File: src/rtl/wb_master_pkg.sv
// rtl/wb_master_pkg.sv - shared widths, FSM states and command record for the Wishbone command master
package wb_master_pkg;

    localparam int ADR_W = 27;
    localparam int DAT_W = 32;
    localparam int SEL_W = 4;

    typedef enum logic [1:0] {
        IDLE = 2'd0,
        REQ  = 2'd1,
        DONE = 2'd2
    } wb_state_e;

    typedef struct packed {
        logic             we;
        logic [SEL_W-1:0] sel;
        logic [ADR_W-1:0] adr;
        logic [DAT_W-1:0] dat;
    } wb_cmd_t;

endpackage

File: src/rtl/wb_cmd_master_if.sv
// rtl/wb_cmd_master_if.sv - Wishbone classic bus bundle with master/slave views
interface wb_cmd_master_if;
    import wb_master_pkg::*;

    logic             wb_cyc_o;
    logic             wb_stb_o;
    logic             wb_we_o;
    logic [SEL_W-1:0] wb_sel_o;
    logic [ADR_W-1:0] wb_adr_o;
    logic [DAT_W-1:0] wb_dat_o;
    logic [DAT_W-1:0] wb_dat_i;
    logic             wb_ack_i;

    modport master (
        output wb_cyc_o, wb_stb_o, wb_we_o, wb_sel_o, wb_adr_o, wb_dat_o,
        input  wb_dat_i, wb_ack_i
    );

    modport slave (
        input  wb_cyc_o, wb_stb_o, wb_we_o, wb_sel_o, wb_adr_o, wb_dat_o,
        output wb_dat_i, wb_ack_i
    );

endinterface

File: src/rtl/wb_cmd_fifo.sv
// rtl/wb_cmd_fifo.sv - synchronous command queue with registered occupancy count
module wb_cmd_fifo
    import wb_master_pkg::*;
#(
    parameter int DEPTH = 4
) (
    input  logic    clk,
    input  logic    reset,
    input  logic    push,
    input  logic    pop,
    input  wb_cmd_t wr_data,
    output wb_cmd_t rd_data,
    output logic    full,
    output logic    empty
);
    localparam int PTR_W = $clog2(DEPTH);

    wb_cmd_t          mem [DEPTH];
    logic [PTR_W-1:0] wr_ptr;
    logic [PTR_W-1:0] rd_ptr;
    logic [PTR_W:0]   count;
    logic             do_push;
    logic             do_pop;

    // Flags come straight from the registered count, so a pop never frees a slot in the same cycle.
    assign full    = (count == (PTR_W + 1)'(DEPTH));
    assign empty   = (count == '0);
    assign do_push = push && !full;
    assign do_pop  = pop && !empty;
    assign rd_data = mem[rd_ptr];

    // Storage array: written only on an accepted push, contents are don't-care after a flush.
    always_ff @(posedge clk) begin
        if (!reset && do_push) begin
            mem[wr_ptr] <= wr_data;
        end
    end

    // Pointers and occupancy; reset flushes the queue.
    always_ff @(posedge clk) begin
        if (reset) begin
            wr_ptr <= '0;
            rd_ptr <= '0;
            count  <= '0;
        end else begin
            if (do_push) begin
                wr_ptr <= wr_ptr + 1'b1;
            end
            if (do_pop) begin
                rd_ptr <= rd_ptr + 1'b1;
            end
            if (do_push && !do_pop) begin
                count <= count + 1'b1;
            end else if (do_pop && !do_push) begin
                count <= count - 1'b1;
            end
        end
    end

endmodule

File: src/rtl/wb_cmd_master.sv
// rtl/wb_cmd_master.sv - queued Wishbone classic command master; ack timeout enabled by WB_MASTER_TIMEOUT_EN
module wb_cmd_master
    import wb_master_pkg::*;
#(
    parameter int FIFO_DEPTH     = 4,
    parameter int TIMEOUT_CYCLES = 255
) (
    input  logic             clk_100MHz,
    input  logic             reset,
    input  logic             cmd_valid,
    output logic             cmd_ready,
    input  logic             cmd_we,
    input  logic [SEL_W-1:0] cmd_sel,
    input  logic [ADR_W-1:0] cmd_adr,
    input  logic [DAT_W-1:0] cmd_dat,
    wb_cmd_master_if.master  wb,
    output logic             rsp_valid,
    output logic [DAT_W-1:0] rsp_dat,
    output logic             rsp_err
);
    wb_state_e        state;
    wb_state_e        state_next;
    wb_cmd_t          cmd_in;
    wb_cmd_t          fifo_head;
    logic             fifo_full;
    logic             fifo_empty;
    logic             fifo_push;
    logic             fifo_pop;
    logic             timeout_hit;
    logic             we_q;
    logic [SEL_W-1:0] sel_q;
    logic [ADR_W-1:0] adr_q;
    logic [DAT_W-1:0] dat_q;
    logic [DAT_W-1:0] rsp_dat_q;

    assign cmd_ready = !fifo_full && !reset;
    assign fifo_push = cmd_valid && cmd_ready;
    assign cmd_in    = '{we: cmd_we, sel: cmd_sel, adr: cmd_adr, dat: cmd_dat};

    wb_cmd_fifo #(.DEPTH(FIFO_DEPTH)) u_fifo (
        .clk     (clk_100MHz),
        .reset   (reset),
        .push    (fifo_push),
        .pop     (fifo_pop),
        .wr_data (cmd_in),
        .rd_data (fifo_head),
        .full    (fifo_full),
        .empty   (fifo_empty)
    );

`ifdef WB_MASTER_TIMEOUT_EN
    localparam int TMO_W = $clog2(TIMEOUT_CYCLES + 1);

    logic [TMO_W-1:0] tmo_cnt;
    logic             err_q;

    assign timeout_hit = (state == REQ) && !wb.wb_ack_i
                         && (tmo_cnt == TMO_W'(TIMEOUT_CYCLES - 1));
    assign rsp_err     = err_q;

    // Counts completed REQ cycles of the current transaction; restarts whenever the bus is not requesting.
    always_ff @(posedge clk_100MHz) begin
        if (reset || state != REQ) begin
            tmo_cnt <= '0;
        end else begin
            tmo_cnt <= tmo_cnt + 1'b1;
        end
    end

    // Error flag for the response: set on an abandoned request, cleared by a real ack.
    always_ff @(posedge clk_100MHz) begin
        if (reset) begin
            err_q <= 1'b0;
        end else if (state == REQ && wb.wb_ack_i) begin
            err_q <= 1'b0;
        end else if (timeout_hit) begin
            err_q <= 1'b1;
        end
    end
`else
    logic unused_cfg;

    assign unused_cfg  = ^TIMEOUT_CYCLES;
    assign timeout_hit = 1'b0;
    assign rsp_err     = 1'b0;
`endif

    // State register.
    always_ff @(posedge clk_100MHz) begin
        if (reset) begin
            state <= IDLE;
        end else begin
            state <= state_next;
        end
    end

    // Next state and queue pop; ack only matters while a request is on the bus.
    always_comb begin
        state_next = state;
        fifo_pop   = 1'b0;
        unique case (state)
            IDLE: begin
                if (!fifo_empty) begin
                    fifo_pop   = 1'b1;
                    state_next = REQ;
                end
            end
            REQ: begin
                if (wb.wb_ack_i || timeout_hit) begin
                    state_next = DONE;
                end
            end
            DONE:    state_next = IDLE;
            default: state_next = IDLE;
        endcase
    end

    // Bus attribute registers, loaded only on pop so they stay frozen for the whole request.
    always_ff @(posedge clk_100MHz) begin
        if (reset) begin
            we_q  <= 1'b0;
            sel_q <= '0;
            adr_q <= '0;
            dat_q <= '0;
        end else if (fifo_pop) begin
            we_q  <= fifo_head.we;
            sel_q <= fifo_head.sel;
            adr_q <= fifo_head.adr;
            dat_q <= fifo_head.we ? fifo_head.dat : '0;
        end
    end

    // Response data: read data on ack, zero for writes and for abandoned requests.
    always_ff @(posedge clk_100MHz) begin
        if (reset) begin
            rsp_dat_q <= '0;
        end else if (state == REQ && wb.wb_ack_i) begin
            rsp_dat_q <= we_q ? '0 : wb.wb_dat_i;
        end else if (timeout_hit) begin
            rsp_dat_q <= '0;
        end
    end

    assign wb.wb_cyc_o = (state == REQ);
    assign wb.wb_stb_o = (state == REQ);
    assign wb.wb_we_o  = we_q;
    assign wb.wb_sel_o = sel_q;
    assign wb.wb_adr_o = adr_q;
    assign wb.wb_dat_o = dat_q;
    assign rsp_valid   = (state == DONE);
    assign rsp_dat     = rsp_dat_q;

endmodule
File: src/flat_wrapper.sv
// flat-port wrapper written by rule: the top's interface ports become plain ports
module wb_cmd_master_flat import wb_master_pkg::*;
#(
    parameter int FIFO_DEPTH     = 4,
    parameter int TIMEOUT_CYCLES = 255
)
  (clk_100MHz, reset, cmd_valid, cmd_ready, cmd_we, cmd_sel, cmd_adr, cmd_dat, rsp_valid, rsp_dat, rsp_err, wb_wb_cyc_o, wb_wb_stb_o, wb_wb_we_o, wb_wb_sel_o, wb_wb_adr_o, wb_wb_dat_o, wb_wb_dat_i, wb_wb_ack_i);
  wb_cmd_master_if wb_i ();
  input  logic clk_100MHz;
  input  logic reset;
  input  logic cmd_valid;
  output logic cmd_ready;
  input  logic cmd_we;
  input  logic [SEL_W-1:0] cmd_sel;
  input  logic [ADR_W-1:0] cmd_adr;
  input  logic [DAT_W-1:0] cmd_dat;
  output logic rsp_valid;
  output logic [DAT_W-1:0] rsp_dat;
  output logic rsp_err;
  output wire logic [$bits(wb_i.wb_cyc_o)-1:0] wb_wb_cyc_o;
  output wire logic [$bits(wb_i.wb_stb_o)-1:0] wb_wb_stb_o;
  output wire logic [$bits(wb_i.wb_we_o)-1:0] wb_wb_we_o;
  output wire logic [$bits(wb_i.wb_sel_o)-1:0] wb_wb_sel_o;
  output wire logic [$bits(wb_i.wb_adr_o)-1:0] wb_wb_adr_o;
  output wire logic [$bits(wb_i.wb_dat_o)-1:0] wb_wb_dat_o;
  input wire logic [$bits(wb_i.wb_dat_i)-1:0] wb_wb_dat_i;
  input wire logic [$bits(wb_i.wb_ack_i)-1:0] wb_wb_ack_i;
  assign wb_wb_cyc_o = wb_i.wb_cyc_o;
  assign wb_wb_stb_o = wb_i.wb_stb_o;
  assign wb_wb_we_o = wb_i.wb_we_o;
  assign wb_wb_sel_o = wb_i.wb_sel_o;
  assign wb_wb_adr_o = wb_i.wb_adr_o;
  assign wb_wb_dat_o = wb_i.wb_dat_o;
  assign wb_i.wb_dat_i = wb_wb_dat_i;
  assign wb_i.wb_ack_i = wb_wb_ack_i;
  wb_cmd_master #(.FIFO_DEPTH(FIFO_DEPTH), .TIMEOUT_CYCLES(TIMEOUT_CYCLES)) u_core (.clk_100MHz(clk_100MHz), .reset(reset), .cmd_valid(cmd_valid), .cmd_ready(cmd_ready), .cmd_we(cmd_we), .cmd_sel(cmd_sel), .cmd_adr(cmd_adr), .cmd_dat(cmd_dat), .wb(wb_i), .rsp_valid(rsp_valid), .rsp_dat(rsp_dat), .rsp_err(rsp_err));
endmodule
File: config.mk
export PLATFORM = sky130hd
export DESIGN_NAME = wb_cmd_master_flat
export DESIGN_NICKNAME = d
export VERILOG_FILES = /design/src/rtl/wb_master_pkg.sv /design/src/rtl/wb_cmd_master_if.sv /design/src/rtl/wb_cmd_fifo.sv /design/src/rtl/wb_cmd_master.sv /design/src/flat_wrapper.sv
export SDC_FILE = /design/constraint.sdc
export NUM_CORES = 1
export LEC_CHECK = 0
export ABC_AREA = 1
export CAP_MARGIN = 5
export CORE_MARGIN = 5
export CORE_UTILIZATION = 38
export DETAILED_ROUTE_END_ITERATION = 10
export PLACE_DENSITY = 0.64
export SYNTH_ARGS = -nofsm -noshare
export SYNTH_HDL_FRONTEND = slang
export SYNTH_HIERARCHICAL = 1
export SYNTH_SLANG_ARGS = --single-unit
export TNS_END_PERCENT = 5
File: constraint.sdc
create_clock -name clk_100MHz -period 6.5 [get_ports clk_100MHz]
set_input_delay 0.975 -clock clk_100MHz [delete_from_list [all_inputs] [get_ports clk_100MHz]]
set_output_delay 0.975 -clock clk_100MHz [all_outputs]
set_load 0.02 [all_outputs]
# --- Word level (Yosys, flattened, before mapping) ---
# Memory sizes are Yosys's and may differ from the RTL's. A register that Yosys moved wholly into a read port is not among the register bits.
# Cells that the tools add are included.
# Widths: inputs -> output; s select.
word_totals:
  wordCells: 49
  ramBits: 256
  regBits: 105
  latch_bits: 0
  n_memories: 1
  romBits: 0
  in_bits: 100
  output_inout_bits: 101
mem_list:
  columns: ["name", "words", "width", "rd", "rd_clocked_by_memory_dff", "write_ports", "line_no", "text"]
  rows:
  - ["u_core.u_fifo.mem", 4, 64, 1, 1, 1, "wb_cmd_fifo.sv:18", "wb_cmd_t mem [DEPTH];"]
classes:
  div: 0
  multipliers: 0
  order_cmp: 0
  n_shift: 0
  reduce_logical: 17
  n_eq_ne: 5
  bitwise_logic: 0
  add_sub_neg: 4
  muxes: 13
ops:
  columns: ["cell", "count"]
  rows:
  - ["$mux 32", 2]
  - ["$logic_and 1x1->1", 8]
  - ["$mux 2", 4]
  - ["$mux 3", 2]
  - ["$logic_not 1->1", 5]
  - ["$add 2x1->2 const B", 2]
  - ["$mux 1", 4]
  - ["$pmux 2 s2", 1]
  - ["$add 3x1->3 const B", 1]
  - ["$eq 3x3->1 const B", 1]
  - ["$logic_not 3->1", 1]
  - ["$sub 3x1->3 const B", 1]
  - ["$eq 2x1->1 const B", 1]
  - ["$eq 2x2->1 const B", 1]
  - ["$logic_not 2->1", 1]
  - ["$ne 2x1->1 const B", 1]
  - ["$ne 2x2->1 const B", 1]
  - ["$reduce_and 2->1", 1]
  - ["$reduce_bool 2->1", 1]

# --- Depth between registers and ports, before layout ---
depth:
  ltp_word: 9
  mapped_depth: 17

# --- Hierarchy ---
# Netlist, hierarchy kept.
modules_own_cells:
  columns: ["mod", "instances", "cells_per_inst", "area_per_inst_um2"]
  rows:
  - ["wb_cmd_fifo", 1, 690, 9995.8]
  - ["wb_cmd_master", 1, 608, 4212.8]

# --- Worst setup path after synthesis ---
# No wires, ideal clock.
synth_timing:
  path_type: "in2reg"
  start: "in reset"
  end: "mem u_core/u_fifo/mem[0][0] (netlist bit), enable pin"
  setup_slack_ns: 1.485
  arrival_ns: 4.529
  setup_time_ns: 0.486
  path_stages: 6
  path_cell_list: "buf_2 nor3b_1 inv_1 nor2_1 nand2_1 nor2_1"
synth_via:
  elab_chain_len: 7
synth_rtl:
  columns: ["element", "line_no", "text"]
  rows:
  - ["from (decl)", "flat_wrapper.sv:10", "input logic reset;"]
  - ["$logic_not 1->1", "wb_cmd_master.sv:36", "assign cmd_ready = !fifo_full && !reset;"]
  - ["$logic_and 1x1->1", "wb_cmd_master.sv:36", null]
  - ["$logic_and 1x1->1", "wb_cmd_master.sv:37", "assign fifo_push = cmd_valid && cmd_ready;"]
  - ["via u_core.fifo_push", "wb_cmd_master.sv:27", "logic fifo_push;"]
  - ["$logic_and 1x1->1", "wb_cmd_fifo.sv:28", "assign do_push = push && !full;"]
  - ["via u_core.u_fifo.do_push", "wb_cmd_fifo.sv:22", "logic do_push;"]
  - ["$logic_and 1x1->1", "wb_cmd_fifo.sv:34", "if (!reset && do_push) begin"]
  - ["$mux 1", "wb_cmd_fifo.sv:34", null]
  - ["$mux 1 (not written as such)", "wb_cmd_fifo.sv:35", "mem[wr_ptr] <= wr_data;"]
  - ["to (decl)", "wb_cmd_fifo.sv:18", null]
# The timed path passes the listed nets, and every way through them passes these cells.

# --- Final worst setup path ---
layout_timing:
  start: "reg u_core.state[0]"
  end: "reg u_core.u_fifo.count[1]"
layout_via:
  elab_chain_len: 6
  word_cells_on_any_way: 8
  classes_between: "mux (2); reduce/logical (6)"
layout_rtl:
  columns: ["element", "line_no", "text"]
  rows:
  - ["from (decl)", "wb_cmd_master.sv:21", "wb_state_e state;"]
  - ["from (signal assigned)", "wb_cmd_master.sv:93", "state <= state_next;"]
  - ["$logic_not 2->1 *", "wb_cmd_master.sv:101", "unique case (state)"]
  - ["$mux 1 *", "wb_cmd_master.sv:101", null]
  - ["$logic_and 1x1->1 *", "wb_cmd_fifo.sv:29", "assign do_pop = pop && !empty;"]
  - ["$logic_not 1->1", "wb_cmd_fifo.sv:52", "if (do_push && !do_pop) begin"]
  - ["$logic_and 1x1->1", "wb_cmd_fifo.sv:52", null]
  - ["$mux 3 or $reduce_bool 2->1 (tied branches)", null, null]
  - ["to (signal assigned)", "wb_cmd_fifo.sv:53", "count <= count + 1'b1;"]
  - ["to (signal assigned)", "wb_cmd_fifo.sv:55", "count <= count - 1'b1;"]
  - ["to (decl)", "wb_cmd_fifo.sv:21", "logic [PTR_W:0] count;"]
# Mark *: on every way between the ends. The rest lies on a longest branch, timed or not.
# A chain may end at the register's enable or synchronous reset.

==> impl_metrics.tcl <==
set metrics [dict create \
    synth_nets 1404 \
    max_stage_delay_ns 0.72 \
    drt_first_pass_iters 5 \
    clkSinkCount 363 \
    p_leak_uw 0.00655 \
    endpoint_kind "flip-flop" \
    power.density_nw_per_um2 407 \
    start_kind "flip-flop" \
    cts_resized 0 \
    reg2reg_to "u_core/u_fifo/count[1]$_SDFFE_PP0P_" \
    grt_pass1_wl_mm 53.9 \
    finalCriticalPeriod_ns 3.77 \
    syn_area_um2 14200 \
    setup_viol 0 \
    vias 9874 \
    wl_per_cell_um 17.7 \
    numCtsBuffers 39 \
    regToRegSetupSlack_ns 2.73 \
    route.detailed.drc 0 \
    clk_latency_ns 0.54 \
    drive_gt1_share_pct 6.02 \
    htree_levels 2 \
    dr_wl_met2_mm 16.3 \
    max-clock-path-buffers 3 \
    fp.dieArea_um2 41400 \
    peakVddDrop_mv 0.337 \
    crit_buf_inv 3 \
    fin_setup_tns_ns 0 \
    setup_ws_ns 2.73 \
    gr-total-overflow 0 \
    synth.distinct_cells 29 \
    fp.dieW_um 203 \
    finClkSkew_ns 0.0259 \
    fin_cells 1963 \
    dp_hpwl_mm 20.3 \
    highest_layer "met5" \
    ant_nets 0 \
    post-place-ws_ns 2.63 \
    hold_viol 0 \
    synth_top_family_by_area "simple AND/OR/NAND/NOR gates" \
    viasPerCell 5.03 \
    muxShareOfSynthArea_pct 0 \
    place_congestion 0.757 \
    coreArea_um2 36800 \
    yosysWarnings 6 \
    antenna_found_initial 1 \
    worst_ep_arrival_time_ns 4.19 \
    relSlewSlack_pct 28.0 \
    die_h_um 203 \
    cts_tree "done" \
    area.growth.synth_to_final_pct 24.3 \
    diodes 0 \
    dpl_cell_area_um2 16400 \
    crit_fanout 65 \
    routed-wl-met3_mm 2.39 \
    grt_max_degree 77 \
    nFillCells 3349 \
    startpoint "u_core/state[0]$_SDFFE_PP0P_" \
    slowest_stage "inv_2" \
    final_area_um2 17700 \
    synth-seq-area-share_pct 69.2 \
    grt_pass1_vias 9621 \
    worstSetupPathType "reg2reg" \
    worst_pin_slew_ns 1.08 \
    synthCells 1298 \
    rsz0062_at_grt "false" \
    initial_core_util_pct 38.6 \
    synthSimpleGateAreaFrac_pct 15.3 \
    path_cells "nor2_4, buf_4, nand2_2, inv_2, nand2_1, ha_1, inv_1, fa_1, o21ai_0, nor2_1" \
    endpoint "u_core/u_fifo/count[1]$_SDFFE_PP0P_" \
    rows 70 \
    fmax_mhz 265 \
    routed_wl_mm 34.8 \
    crit_family "buffers and inverters" \
    post-route-period-util_pct 58.0 \
    status "finished, final reports clean" \
    reg2reg_from "u_core/state[0]$_SDFFE_PP0P_" \
    cp.depth 10 \
    regArea_um2 9830 \
    post_cts_buffers 0 \
    placed_cells 1891 \
    synth_fa_ha_area_share_pct 0.581 \
    num_io_pins 201 \
    m1WireLength_mm 15.3 \
    avgSynthCellArea_um2 10.9 \
    multi_input_area_um2 3570 \
    critical_path_required_ns 6.92 \
    fin_nets 1570 \
    synth_compound_gate_area_share_pct 8.74 \
    hp-class "reg2reg" \
    synth_xor_area_share_pct 0.0616 \
    cts_hold_buf 0 \
    cap_violations 0 \
    root_buffer "clkbuf_16" \
    io_buffers 199 \
    ys_seq_elements 363 \
    ff2ff_path_depth 10 \
    clkSlewWorstSetupHoldPaths_ns 0.06 \
    total_power_uw 7180 \
    drv_slew 0 \
    drt_iter0_drc 542 \
    gr-usage-all-layers_pct 16.1 \
]
[cell type report]
type                       count  area share, %
clock buffer                  53           6.17
clock inverter                19          0.928
inverter                      88           1.89
multi-input combinational    760           20.2
sequential                   363           55.7
tap                          468           3.32
timing repair buffer         212           11.8
[through the flow]
step / hold slack (ns) / utilization (%)
floorplan: 0.460 / -
global placement: 0.449 / 44.6
detailed placement: 0.455 / 44.6
CTS: 0.469 / 48.0
global route: 0.491 / 48.0
finish: 0.464 / 48.0
[cell usage in the layout, fill, tap and decap left out, types with 6 or more instances in the layout]
| cell | netlist | final |
|---|---|---|
| nand2_1 | 176 | 176 |
| nor2_1 | 238 | 234 |
| a21oi_1 | 39 | 39 |
| edfxtp_1 | 256 | 256 |
| buf_4 | 13 | 13 |
| nand3b_1 | 32 | 32 |
| o22ai_1 | 64 | 63 |
| o21ai_1 | 56 | 56 |
| clkdlybuf4s50_1 | 0 | 198 |
| o21ai_0 | 73 | 73 |
| clkbuf_8 | 0 | 6 |
| clkbuf_1 | 18 | 8 |
| clkbuf_16 | 0 | 39 |
| clkinv_2 | 0 | 8 |
| nand3_1 | 69 | 69 |
| inv_1 | 84 | 83 |
| dfxtp_1 | 107 | 105 |
| nor2_4 | 1 | 6 |
[metal layers]
layer | vias up | GRT usage [%]
met1 | 4743 | 21.0
met2 | 300 | 27.0
li1 | 4776 | -
met3 | 53 | 4.17
met5 | - | 0
met4 | 2 | 4.38
[worst min-delay path: cells and delay by family, from the launching register on]
kind | cells | cell delay, ns
flip-flops | 1 | 0.31
AND/OR/NAND/NOR | 1 | 0.06
AO/OA/AOI/OAI | 1 | 0.05
[synthesized netlist by cell type]
| cell type | count | area (µm²) |
|---|---|---|
| edfxtp_1 | 256 | 7690 |
| nor2_1 | 238 | 893 |
| nand2_1 | 176 | 661 |
| dfxtp_1 | 107 | 2140 |
| inv_1 | 84 | 315 |
| o21ai_0 | 73 | 365 |
| nand3_1 | 69 | 345 |
| o22ai_1 | 64 | 400 |
| o21ai_1 | 56 | 280 |
| a21oi_1 | 39 | 195 |
| buf_2 | 36 | 180 |
| nand3b_1 | 32 | 240 |
| clkbuf_1 | 18 | 67.6 |
| buf_6 | 14 | 158 |
| buf_4 | 13 | 97.6 |
| ha_1 | 5 | 62.6 |
| buf_1 | 3 | 11.3 |
| clkbuf_2 | 3 | 15.0 |
| inv_2 | 2 | 7.51 |
| clkinv_1 | 1 | 3.75 |
| conb_1 | 1 | 3.75 |
| fa_1 | 1 | 20.0 |
| inv_4 | 1 | 6.26 |
| nand2_2 | 1 | 6.26 |
| nand3_2 | 1 | 10.0 |
| nor2_2 | 1 | 6.26 |
| nor2_4 | 1 | 11.3 |
| nor3b_1 | 1 | 7.51 |
| xor2_1 | 1 | 8.76 |
[worst min path at each step]
stage / from / endpoint / cells after the start
2_1_floorplan: u_core/u_fifo/rd_ptr[1]$_SDFFE_PP0P_ / flip-flop / 2
3_3_place_gp: u_core/wb.wb_dat_o[24]$_SDFFE_PP0P_ / u_core/wb.wb_dat_o[24]$_SDFFE_PP0P_ / 2
3_5_place_dp: u_core/wb.wb_dat_o[24]$_SDFFE_PP0P_ / u_core/wb.wb_dat_o[24]$_SDFFE_PP0P_ / 2
4_1_cts: u_core/wb.wb_dat_o[24]$_SDFFE_PP0P_ / u_core/wb.wb_dat_o[24]$_SDFFE_PP0P_ / 2
5_1_grt: u_core/rsp_dat[5]$_SDFFE_PP0P_ / u_core/rsp_dat[5]$_SDFFE_PP0P_ / 2
6_report: u_core/wb.wb_dat_o[24]$_SDFFE_PP0P_ / u_core/wb.wb_dat_o[24]$_SDFFE_PP0P_ / 2
[logic make-up after synthesis]
group / after synthesis
buffers and inverters: 175
flip-flops: 363
other: 1
adder cells (fa/ha/maj): 6
XOR/XNOR: 1
AO/OA/AOI/OAI: 232
AND/OR/NAND/NOR: 520
[report_power, final]
group	switching [µW]	internal (µW)
logic	1390	782
clock network	884	1230
registers	168	2730
total	2450	4740
[state kept, by name, summed over array words and instances, names as in the netlist, named ones only]
signal	cells
u_core/wb.wb_we_o	1
u_core/u_fifo/rd_ptr	2
u_core/rsp_dat	32
u_core/u_fifo/wr_ptr	2
u_core/u_fifo/mem	256
u_core/wb.wb_dat_o	32
u_core/state	2
u_core/u_fifo/count	3
u_core/wb.wb_adr_o	27
u_core/wb.wb_sel_o	4
No activity file was read; power rests on OpenSTA's default activity.
